===== src/rtl/mixsys_pkg.sv =====
// mixsys_pkg: shared PRNG byte type and a constant clog2 helper
package mixsys_pkg;
  localparam int PRNG_BYTE_W = 8;
  typedef logic [PRNG_BYTE_W-1:0] prng_byte_t;
  function automatic int clog2(input int n);
    int r;
    r = 0;
    while ((1 << r) < n) r++;
    return r;
  endfunction
endpackage


===== src/rtl/prng_sync_fifo.sv =====
// prng_sync_fifo: first-word-fall-through FIFO with wrap-bit pointers
module prng_sync_fifo
  import mixsys_pkg::*;
#(
  parameter int WIDTH = 32,
  parameter int DEPTH = 4,
  localparam int AW = clog2(DEPTH),
  localparam int LW = AW + 1
) (
  input  logic             clk,
  input  logic             rst_n,
  input  logic             i_push,
  input  logic [WIDTH-1:0] i_data,
  input  logic             i_pop,
  output logic [WIDTH-1:0] o_data,
  output logic             o_full,
  output logic             o_empty,
  output logic [LW-1:0]    o_level
);
  logic [WIDTH-1:0] r_mem [DEPTH];
  logic [AW:0]      r_wp, r_rp;
  logic [WIDTH-1:0] r_last;
  logic             w_pop, w_push;
  assign o_level = r_wp - r_rp;
  assign o_full  = o_level == LW'(DEPTH);
  assign o_empty = r_wp == r_rp;
  assign w_pop   = i_pop & ~o_empty;
  assign w_push  = i_push & (~o_full | w_pop);
  // the head register keeps the last shown word once the FIFO drains
  assign o_data  = o_empty ? r_last : r_mem[r_rp[AW-1:0]];
  always_ff @(posedge clk)
    if (w_push) r_mem[r_wp[AW-1:0]] <= i_data;
  always_ff @(posedge clk or negedge rst_n)
    if (!rst_n) begin
      r_wp   <= '0;
      r_rp   <= '0;
      r_last <= '0;
    end else begin
      if (w_push) r_wp <= r_wp + 1'b1;
      if (w_pop) begin
        r_rp   <= r_rp + 1'b1;
        r_last <= o_data;
      end
    end
endmodule


===== src/rtl/prng_word_packer.sv =====
// prng_word_packer: packs PRNG bytes into words behind a repetition-count health test
module prng_word_packer
  import mixsys_pkg::*;
#(
  parameter int BYTES     = 4,
  parameter int DEPTH     = 4,
  parameter int REP_LIMIT = 16,
  parameter int CNT_W     = 8,
  localparam int OUT_W = PRNG_BYTE_W * BYTES,
  localparam int IW    = clog2(BYTES) > 0 ? clog2(BYTES) : 1,
  localparam int LW    = clog2(DEPTH) + 1
) (
  input  logic             clk,
  input  logic             rst_n,
  input  logic             in_valid,
  input  prng_byte_t       in_data,
  input  logic             clr_stuck,
  output logic             out_valid,
  input  logic             out_ready,
  output logic [OUT_W-1:0] out_data,
  output logic [LW-1:0]    level,
  output logic             stuck,
  output logic [CNT_W-1:0] drop_cnt
);
  logic [IW-1:0]    r_idx;
  logic [OUT_W-1:0] r_word, w_word;
  prng_byte_t       r_prev;
  logic             r_prev_v, r_stuck;
  logic [7:0]       r_rep, w_rep_nx;
  logic [CNT_W-1:0] r_drop;
  logic             w_acc, w_trip, w_take, w_last, w_push, w_pop, w_full, w_empty;
  assign w_acc    = in_valid & ~r_stuck & ~clr_stuck;
  assign w_rep_nx = (r_prev_v && in_data == r_prev) ? r_rep + 8'd1 : 8'd1;
  assign w_trip   = w_acc && w_rep_nx == 8'(REP_LIMIT);
  assign w_take   = w_acc & ~w_trip;
  assign w_last   = r_idx == IW'(BYTES - 1);
  assign w_push   = w_take & w_last;
  assign w_pop    = out_valid & out_ready;
  assign out_valid = ~w_empty;
  assign stuck    = r_stuck;
  assign drop_cnt = r_drop;
  always_comb begin
    w_word = r_word;
    w_word[PRNG_BYTE_W*r_idx +: PRNG_BYTE_W] = in_data;
  end
  always_ff @(posedge clk or negedge rst_n)
    if (!rst_n) begin
      r_idx    <= '0;
      r_word   <= '0;
      r_prev   <= '0;
      r_prev_v <= 1'b0;
      r_stuck  <= 1'b0;
      r_rep    <= '0;
    end else if (clr_stuck) begin
      r_stuck  <= 1'b0;
      r_rep    <= '0;
      r_prev_v <= 1'b0;
      r_idx    <= '0;
    end else if (w_trip) begin
      r_stuck <= 1'b1;
      r_idx   <= '0;
    end else if (w_take) begin
      r_word   <= w_word;
      r_idx    <= w_last ? '0 : r_idx + 1'b1;
      r_rep    <= w_rep_nx;
      r_prev   <= in_data;
      r_prev_v <= 1'b1;
    end
  // a push into a full FIFO is only lost when the head is not leaving the same cycle
  always_ff @(posedge clk or negedge rst_n)
    if (!rst_n) r_drop <= '0;
    else if (w_push & w_full & ~w_pop & ~&r_drop) r_drop <= r_drop + 1'b1;
  prng_sync_fifo #(.WIDTH(OUT_W), .DEPTH(DEPTH)) u_fifo (
    .clk     (clk),
    .rst_n   (rst_n),
    .i_push  (w_push),
    .i_data  (w_word),
    .i_pop   (out_ready),
    .o_data  (out_data),
    .o_full  (w_full),
    .o_empty (w_empty),
    .o_level (level)
  );
endmodule

===== config.mk =====
export PLATFORM = sky130hd
export DESIGN_NAME = prng_word_packer
export DESIGN_NICKNAME = d
export VERILOG_FILES = /design/src/rtl/mixsys_pkg.sv /design/src/rtl/prng_sync_fifo.sv /design/src/rtl/prng_word_packer.sv
export SDC_FILE = /design/constraint.sdc
export NUM_CORES = 1
export LEC_CHECK = 0
export CELL_PAD_IN_SITES_DETAIL_PLACEMENT = 0
export CELL_PAD_IN_SITES_GLOBAL_PLACEMENT = 2
export CORE_ASPECT_RATIO = 0.75
export CORE_MARGIN = 2
export CORE_UTILIZATION = 43
export CTS_CLUSTER_SIZE = 40
export DETAILED_ROUTE_END_ITERATION = 10
export PLACE_DENSITY = 0.76
export SETUP_SLACK_MARGIN = 0.3
export SLEW_MARGIN = 15
export SYNTH_ARGS = -nofsm -noshare
export SYNTH_HDL_FRONTEND = slang
export SYNTH_SLANG_ARGS = --single-unit
export TNS_END_PERCENT = 1

===== constraint.sdc =====
create_clock -name clk -period 5.9 [get_ports clk]
set_clock_uncertainty 0.1 [all_clocks]
set_input_delay 1.18 -clock clk [delete_from_list [all_inputs] [get_ports clk]]
set_output_delay 1.18 -clock clk [all_outputs]
set_load 0.01 [all_outputs]

* Yosys cells after proc, flatten, opt, wreduce, memory -nomap -nowiden
Memory sizes are Yosys's and may differ from the RTL's.
Index checks and enable logic that the tools add are counted.
** Cells by class
- Add/sub/neg operators :: 7
- Eq/ne operators :: 6
- Shift operators :: 2
- Mux-type cells :: 17
- Bitwise operators :: 16
- Reductions and logical operators :: 9
** Operator list (number)
- negator 5 -> 34 bit :: 1
- variable shift 8 x 34 -> 32 bit, first input constant :: 1
- variable part select 8 x 34 -> 32 bit :: 1
- bitwise mux 32 bit :: 1
- two-way mux 32 bit :: 1
- two-way mux 8 bit :: 4
- adder 8 x 1 -> 8 bit, second input constant :: 2
- AND 1 bit :: 9
- equality test 8 x 5 -> 1 bit, second input constant :: 1
- equality test 8 bit :: 1
- two-way mux 2 bit :: 4
- AND reduction 8 bit :: 1
- two-way mux 1 bit :: 7
- adder 3 x 1 -> 3 bit, second input constant :: 2
- inverter 1 bit :: 6
- nonzero test 2 bit :: 2
- equality test 3 bit :: 1
- equality test 3 bit, second input constant :: 1
- AND reduction 3 bit :: 1
- nonzero test 3 bit :: 1
- subtractor 3 bit :: 1
- adder 2 x 1 -> 2 bit, second input constant :: 1
- equality test 2 bit, second input constant :: 1
- logical AND 1 bit :: 2
- other kinds (4) :: 4
** Word-level totals
- Register bits :: 98
- Bits in writable memories :: 128
- Bits of input ports :: 13
- Word-level logic and storage cells :: 68
- Memories :: 1
** Memories
- u_fifo.r_mem :: depth 4, bits a word 32, rd ports 1, clocked after Yosys merged registers in 0, write ports 1, line prng_sync_fifo.sv:20 : logic [WIDTH-1:0] r_mem [DEPTH];

* Longest topological paths before layout
Gate-level depths: netlist of run 1.
- Depth after elaboration :: 11
- Mapped depth :: 9
- Gate-level depth less buffers :: 8

* Hierarchy
A second synthesis of run 1 with hierarchy kept.
** Second synthesis, totals
- Cell total of the unflattened synthesis :: 749
- Area, all modules :: 10022.1 um^2
** By module, submodules not included
- prng_sync_fifo :: instances 1, cells an instance 380, area an instance 6655.1 um^2, seq. area each 4794.6 um^2
- prng_word_packer :: instances 1, cells an instance 369, area an instance 3367.0 um^2, seq. area each 1501.4 um^2

* Worst setup path after synthesis of run 1
No wires, ideal clock.
- Path type :: input port to flip-flop
- Start :: in in_data[1]
- End :: mem u_fifo.r_mem[3][0], enable pin
- Library setup time :: 0.465 ns
- Arrival :: 4.182 ns
- Required time :: 5.335 ns
- Slack :: 1.152 ns
- Stages on the path :: 6
- Path through :: xnor2_1 nand4_1 nor3_1 and3_1 buf_2 nor3_1
** On the way
- Word-level cells in the longest chain between the ends :: 11
** Ends and longest elaborated chain
- from (decl) :: line prng_word_packer.sv:16 : input prng_byte_t in_data,
- equality test 8 bit :: line prng_word_packer.sv:33 : assign w_rep_nx = (r_prev_v && in_data == r_prev) ? r_rep + 8'd1 : 8'd1;
- logical AND 1 bit :: line prng_word_packer.sv:33
- two-way mux 8 bit :: line prng_word_packer.sv:33
- equality test 8 x 5 -> 1 bit :: line prng_word_packer.sv:34 : assign w_trip = w_acc && w_rep_nx == 8'(REP_LIMIT);
- logical AND 1 bit :: line prng_word_packer.sv:34
- inverter 1 bit (no source line)
- AND 1 bit :: line prng_word_packer.sv:35 : assign w_take = w_acc & ~w_trip;
- AND 1 bit :: line prng_word_packer.sv:37 : assign w_push = w_take & w_last;
- AND 1 bit :: line prng_sync_fifo.sv:28 : assign w_push = i_push & (~o_full | w_pop);
- two-way mux 1 bit :: line prng_sync_fifo.sv:32 : if (w_push) r_mem[r_wp[AW-1:0]] <= i_data;
- two-way mux 1 bit (not written as such) :: line prng_sync_fifo.sv:32
- to (decl) :: line prng_sync_fifo.sv:20
Every way passes these cells.

* Worst setup path after layout of run 1
- Start :: reg u_fifo.r_wp[0]
- End :: out out_data[17]
** On the way
- Word-level cells in the longest chain between the ends :: 2
** Ends and longest elaborated chain
- from (decl) :: line prng_sync_fifo.sv:21 : logic [AW:0] r_wp, r_rp;
- from (signal assigned) :: line prng_sync_fifo.sv:39 : if (w_push) r_wp <= r_wp + 1'b1;
- equality test 3 bit :: line prng_sync_fifo.sv:26 : assign o_empty = r_wp == r_rp;
- two-way mux 32 bit :: line prng_sync_fifo.sv:30 : assign o_data = o_empty ? r_last : r_mem[r_rp[AW-1:0]];
- to (decl) :: line prng_word_packer.sv:20 : output logic [OUT_W-1:0] out_data,
Every way passes these cells.

==> results_dict.tcl, run 1 <==
set metrics [dict create \
    grt_max_degree 69 \
    synth.avg_cell_area_um2 14.8 \
    die_x_um 177 \
    syn_area_um2 9710 \
    ys_ff_latch 226 \
    syn_to_final_growth_pct 18.2 \
    ctsResizeCount 0 \
    drive_gt1_share_pct 21.0 \
    grt_pass1_wl_mm 32.8 \
    drt_iter0_markers 372 \
    sw_frac_of_total_pct 27.6 \
    ant_nets 0 \
    synth_enable_flop_cells 128 \
    post-place-ws_ns 1.63 \
    synth_cell_types 45 \
    clkPwrFrac_pct 30.0 \
    period_minus_slack_ns 4.59 \
    io_pins 58 \
    syn_nets 685 \
    grt_usage_pct 18.1 \
    drc 0 \
    grt_use_met2_pct 26.5 \
    cts_tree "built" \
    power_density_nw_per_um2 453 \
    ir_worst_vdd_mv 0.250 \
    slew_headroom_pct 28.6 \
    use_met1_pct 27.7 \
    holdWs_ns 0.382 \
    ff2ff_path_depth 7 \
    die_y_um 134 \
    finalWorstSetupSlack_ns 1.31 \
    grt_util_met3_pct 3.83 \
    holdPathEnd "r_word[1]" \
    hold_class "reg -> reg" \
    r2r_setup_slack_ns 2.69 \
    rsz0062_at_grt "no" \
    cts_hold_buf 0 \
    period_share_pct 77.7 \
    place_hpwl_mm 12.9 \
    cts.clk_slew.worst_paths_ns 0.06 \
    tightest_slew_ns 1.07 \
    coreArea_um2 22100 \
    synth_cells 656 \
    grt_busiest_layer "met1" \
    grt_antenna_before_repair 1 \
    holdPathStages 1 \
    fillers 1876 \
    placed_cell_area_um2 10600 \
    final_cells 1038 \
    root_buffer "clkbuf_16" \
    finalHoldViolCount 0 \
    num-nets-final 755 \
    htreeDepth 1 \
    ys.flop_type "edfxtp_1" \
    seqPwrFrac_pct 38.1 \
    ys_async_sr_fraction_pct 43.4 \
    wirelength_mm 20.6 \
    yosys_warnings 0 \
    gr-total-overflow 0 \
    power.switching_uw 1430 \
    criticalPathCategory "reg -> out" \
    setup_tns_ns 0 \
    internal-power_uw 3760 \
    start_util_pct 43.9 \
    clockBufferDepth 3 \
    worstReg2RegStart "r_rep[0]" \
    start_kind "register" \
    grt_pass1_vias 5754 \
    clk_latency_ns 0.51 \
    dr.pass1.iters 6 \
    avgViaCountPerCell 5.45 \
    die_area_um2 23800 \
    cts_sinks 226 \
    cts_made_buffers 24 \
    dp.cells 994 \
    p_leak_uw 0.00430 \
    path_max_fanout 35 \
    diodes 0 \
    setup_viol 0 \
    gp_congestion 0.774 \
    critPathRequiredTime_ns 4.62 \
    end_kind "output port" \
    dr_total_vias 5658 \
    yosysSeqAreaShare_pct 64.9 \
    wl_per_cell_um 19.8 \
    port_buffers 57 \
    worstPathArrival_ns 3.31 \
    r2r_end "r_word[4]" \
    fin_area_um2 11500 \
    power_frac_comb_pct 31.9 \
    slew_viol_final 0 \
    post-cts-setup-buffers 0 \
    maxCapViolations 0 \
    max_freq_ghz 0.218 \
    num_rows 47 \
    hold_start "r_word[1]" \
    outcome "finished, final reports clean" \
]
cell usage in the layout, fill, tap and decap left out, types with 3 or more instances in the layout:
master / count
edfxtp_1: 128
dfrtp_1: 97
mux2_2: 68
o21ai_0: 58
clkdlybuf4s50_1: 56
nand2_1: 54
inv_1: 41
nand3_1: 40
mux4_2: 32
clkbuf_16: 25
mux2_1: 15
ha_1: 15
xnor2_1: 13
buf_4: 13
xor2_1: 8
nor4_1: 7
nor3_1: 6
nor2_1: 5
clkinv_1: 5
a21oi_1: 4
nand4_1: 4
and3_1: 4
bufinv_16: 4
clkbuf_1: 4
nand3b_1: 3
clkinv_2: 3
layer usage:
| layer | vias to the layer above | share of wire (%) |
|---|---|---|
| met2 | 136 | 43 |
| li1 | 2583 | - |
| met3 | 33 | 5.9 |
| met4 | 0 | 2.2 |
| met1 | 2906 | 49 |
| met5 | - | 0 |
synth_stat cells, drive strengths merged (3+ instances only):
library cell / number / area share (%)
a21boi: 3 / 0.23
a21oi: 4 / 0.21
and3: 4 / 0.26
buf: 11 / 0.57
clkbuf: 14 / 0.54
dfrtp: 98 / 25
edfxtp: 128 / 40
ha: 15 / 1.9
inv: 41 / 1.6
mux2: 83 / 9.6
mux4: 32 / 7.4
nand2: 54 / 2.1
nand3: 41 / 2.1
nand3b: 3 / 0.23
nand4: 4 / 0.26
nor2: 6 / 0.23
nor3: 8 / 0.46
nor4: 7 / 0.45
o21ai: 58 / 3.0
xnor2: 13 / 1.2
xor2: 8 / 0.72
kinds of logic (layout without fill, tap and decap cells):
logic type,after synthesis,after routing,synth area share (%)
flops,226,226,64.9
simple gates,138,138,7.14
compound gates,74,74,4.20
buf+inv,66,154,2.69
xor+xnor,21,21,1.90
fa+ha+maj,16,16,2.14
mux,115,115,17.1
worst max-delay path: stages (launching register included):
cell and delay (ns):
dfrtp_1 0.41, inv_1 0.10, ha_1 0.34, nand3_2 0.82
mux2_2 0.61, clkdlybuf4s50_1 0.49
registers in the layout, indices dropped and copies added, names as in the netlist:
signal and flops:
drop_cnt 8, r_prev_v 1, u_fifo.r_rp 3, r_rep 8
r_prev 8, r_idx 2, u_fifo.r_mem 128, u_fifo.r_wp 3
stuck 1, r_word 32, u_fifo.r_last 32
how the worst max path moves through the flow:
stage                        start                  to  slack [ns]  cells past startpoint
floorplan               in_data[1]  u_fifo.r_mem[3][0]        1.15                      6
global placement        in_data[7]           r_prev[7]        1.68                      8
detailed placement      in_data[7]           r_word[4]        1.63                      8
CTS                 u_fifo.r_wp[0]        out_data[17]        1.21                      5
global route        u_fifo.r_wp[0]        out_data[17]        1.11                      5
finish              u_fifo.r_wp[0]        out_data[17]        1.31                      5
cell type report:
cell class / count / area, µm² / area share, %
clock buffer: 31 / 668 / 5.83
clock inverter: 13 / 161 / 1.41
inverter: 41 / 154 / 1.34
multi-input combinational: 364 / 3160 / 27.6
sequential: 226 / 6300 / 54.9
tap: 294 / 368 / 3.21
timing repair buffer: 69 / 658 / 5.74
power groups by stage:
stage | Sequential, µW | Clock [µW] | Combinational (µW)
2_1_floorplan | 1980 | 0 | 1020
3_3_place_gp | 2000 | 0 | 1660
3_5_place_dp | 2010 | 0 | 1680
4_1_cts | 1980 | 1600 | 1690
5_1_grt | 2000 | 1660 | 1800
6_report | 1980 | 1560 | 1660
through the flow:
stage,util (%),power (µW)
floorplan,-,3000
global placement,48.1,3650
detailed placement,48.1,3690
CTS,51.9,5270
global route,51.9,5460
finish,51.9,5190
Power figures use the tool's default switching activity.
==> inputs of run 2 (changes only) <==
--- a/config.mk
+++ b/config.mk
@@ -9,10 +9,10 @@
 export CELL_PAD_IN_SITES_GLOBAL_PLACEMENT = 2
 export CORE_ASPECT_RATIO = 0.75
 export CORE_MARGIN = 2
-export CORE_UTILIZATION = 43
+export CORE_UTILIZATION = 39
 export CTS_CLUSTER_SIZE = 40
 export DETAILED_ROUTE_END_ITERATION = 10
-export PLACE_DENSITY = 0.76
+export PLACE_DENSITY = 0.73
 export SETUP_SLACK_MARGIN = 0.3
 export SLEW_MARGIN = 15
 export SYNTH_ARGS = -nofsm -noshare
==> constraint.sdc (replaced) <==
create_clock -name clk -period 4.2 [get_ports clk]
set_clock_uncertainty 0.1 [all_clocks]
set_input_delay 0.84 -clock clk [delete_from_list [all_inputs] [get_ports clk]]
set_output_delay 0.84 -clock clk [all_outputs]
set_load 0.01 [all_outputs]
==> run 2 against run 1 <==
  * Global-route usage decreased by 1.4 points
  * Critical endpoint is now out_data[14]
  * Count of clock-buffer cells in the layout increased by 7
  * Final area increased by 1.1%
  * First-iteration DRC count rose by 9.4%
  * Die area is 10% higher
  * Highest routed layer unchanged
  * Critical path type unchanged
  * Flip-flop and latch count unchanged
==> results_dict.tcl, run 2 (synthesized netlist as in run 1, its figures left out) <==
set metrics [dict create \
    num_rows 49 \
    htreeDepth 1 \
    cts_tree "built" \
    gr-total-overflow 0 \
    grt_usage_pct 16.7 \
    p_leak_uw 0.00434 \
    seqPwrFrac_pct 39.1 \
    power.switching_uw 2000 \
    final_cells 1081 \
    cts_sinks 226 \
    place_hpwl_mm 13.5 \
    worstReg2RegStart "u_fifo.r_rp[0]" \
    slew_viol_final 0 \
    setup_tns_ns 0 \
    port_buffers 57 \
    ir_worst_vdd_mv 0.332 \
    clockBufferDepth 3 \
    max_freq_ghz 0.268 \
    die_y_um 141 \
    cts_made_buffers 24 \
    clkPwrFrac_pct 29.5 \
    dr_total_vias 5687 \
    grt_pass1_wl_mm 33.6 \
    coreArea_um2 24200 \
    io_pins 58 \
    die_area_um2 26200 \
    slew_headroom_pct 39.9 \
    crit_chain "ha_1 > nand3_2 > buf_4 > mux2_2 > clkdlybuf4s50_1" \
    start_util_pct 40.1 \
    ant_nets 0 \
    cts_hold_buf 0 \
    die_x_um 186 \
    path_max_fanout 21 \
    maxCapViolations 0 \
    crit_slowest_cell "dfrtp_4" \
    period_minus_slack_ns 3.73 \
    rsz0062_at_grt "no" \
    syn_to_final_growth_pct 19.4 \
    wl_per_cell_um 19.4 \
    diodes 0 \
    setup.worst_path.start "u_fifo.r_rp[0]" \
    criticalPathCategory "reg -> out" \
    post-cts-setup-buffers 0 \
    critPathRequiredTime_ns 3.26 \
    finalHoldViolCount 0 \
    grt_antenna_before_repair 0 \
    root_buffer "clkbuf_16" \
    final_cell_mix "edfxtp_1, dfrtp_1, mux2_2" \
    worstPathArrival_ns 2.79 \
    crit_family "buffers and inverters" \
    period_share_pct 88.8 \
    grt_pass1_vias 5947 \
    power_density_nw_per_um2 627 \
    start_kind "register" \
    setup_viol 0 \
    num-nets-final 761 \
    drive_gt1_share_pct 21.7 \
    clk_latency_ns 0.51 \
    avgViaCountPerCell 5.26 \
    wirelength_mm 21.0 \
    cp.buffers_inverters 2 \
    tightest_slew_ns 0.894 \
    dp.cells 1037 \
    end_kind "output port" \
    drt_iter0_markers 407 \
    cts.clk_slew.worst_paths_ns 0.06 \
    dr.pass1.iters 7 \
    grt_max_degree 80 \
    slowest_delay_ns 0.60 \
    largest_register_ffs 128 \
    final_common_cell "edfxtp_1" \
    gp_congestion 0.791 \
    internal-power_uw 5270 \
    outcome "finished, final reports clean" \
    sw_frac_of_total_pct 27.5 \
    power_frac_comb_pct 31.4 \
    drc 0 \
    hold_class "in -> async" \
]
[run 2: power groups by stage]
stage	sequential [µW]	clock (µW)	combinational, µW
2_1_floorplan	2790	0	1430
5_1_grt	2880	2290	2470
3_3_place_gp	2870	0	2270
4_1_cts	2850	2200	2330
6_report	2840	2150	2280
3_5_place_dp	2890	0	2310
[run 2: worst register-to-register path, delay by kind of cell (launching register included)]
| family | cells | cell delay (ns) |
|---|---|---|
| XOR/XNOR | 1 | 0.16 |
| AND/OR/NAND/NOR | 3 | 0.66 |
| adder cells (fa/ha/maj) | 2 | 0.65 |
| flip-flops | 1 | 0.60 |
| buffers and inverters | 1 | 0.46 |
[run 2: metal layers]
metal	vias up	wire length (µm)	GRT usage [%]
met3	26	783	2.61
met2	131	9730	26.3
met4	0	408	3.94
li1	2591	-	-
met5	-	0	0
met1	2939	10100	24.4
[run 2: through the flow]
stage | hold WS [ns] | utilization [%] | total power (µW) | area, µm² | setup slack [ns]
6_report | 0.293 | 47.9 | 7270 | 11600 | 0.470
5_1_grt | 0.360 | 47.9 | 7640 | 11600 | 0.357
4_1_cts | 0.398 | 47.8 | 7380 | 11600 | 0.367
3_5_place_dp | 0.380 | 44.5 | 5200 | 10800 | 0.631
3_3_place_gp | 0.367 | 44.4 | 5140 | 10800 | 0.449
2_1_floorplan | 0.358 | - | 4210 | 9710 | 0.676
[run 2: final cells by class]
type,instances,area [µm²]
fill,2045,12600
sequential,226,6300
multi-input combinational,364,3170
clock buffer,38,767
timing repair buffer,75,732
tap,331,414
inverter,41,154
clock inverter,6,51.3
[run 2: timing repair]
action	CTS	global route
endpoints found under the setup margin	19	15
gates cloned	0	0
gates resized for setup	1	1
[run 2: final timing paths]
| kind | cells past startpoint | slack, ns | endpoint |
|---|---|---|---|
| worst max-delay path | 5 | 0.47 | out_data[14] |
| worst min-delay path | 1 | 0.29 | r_rep[1] |
| worst max register to register | 7 | 1.18 | u_fifo.r_mem[2][20] |
| worst min register to register | 1 | 0.39 | r_word[4] |
| max in group asynchronous | 2 | 2.90 | r_word[26] |
| min in group clk | 1 | 0.39 | r_word[4] |
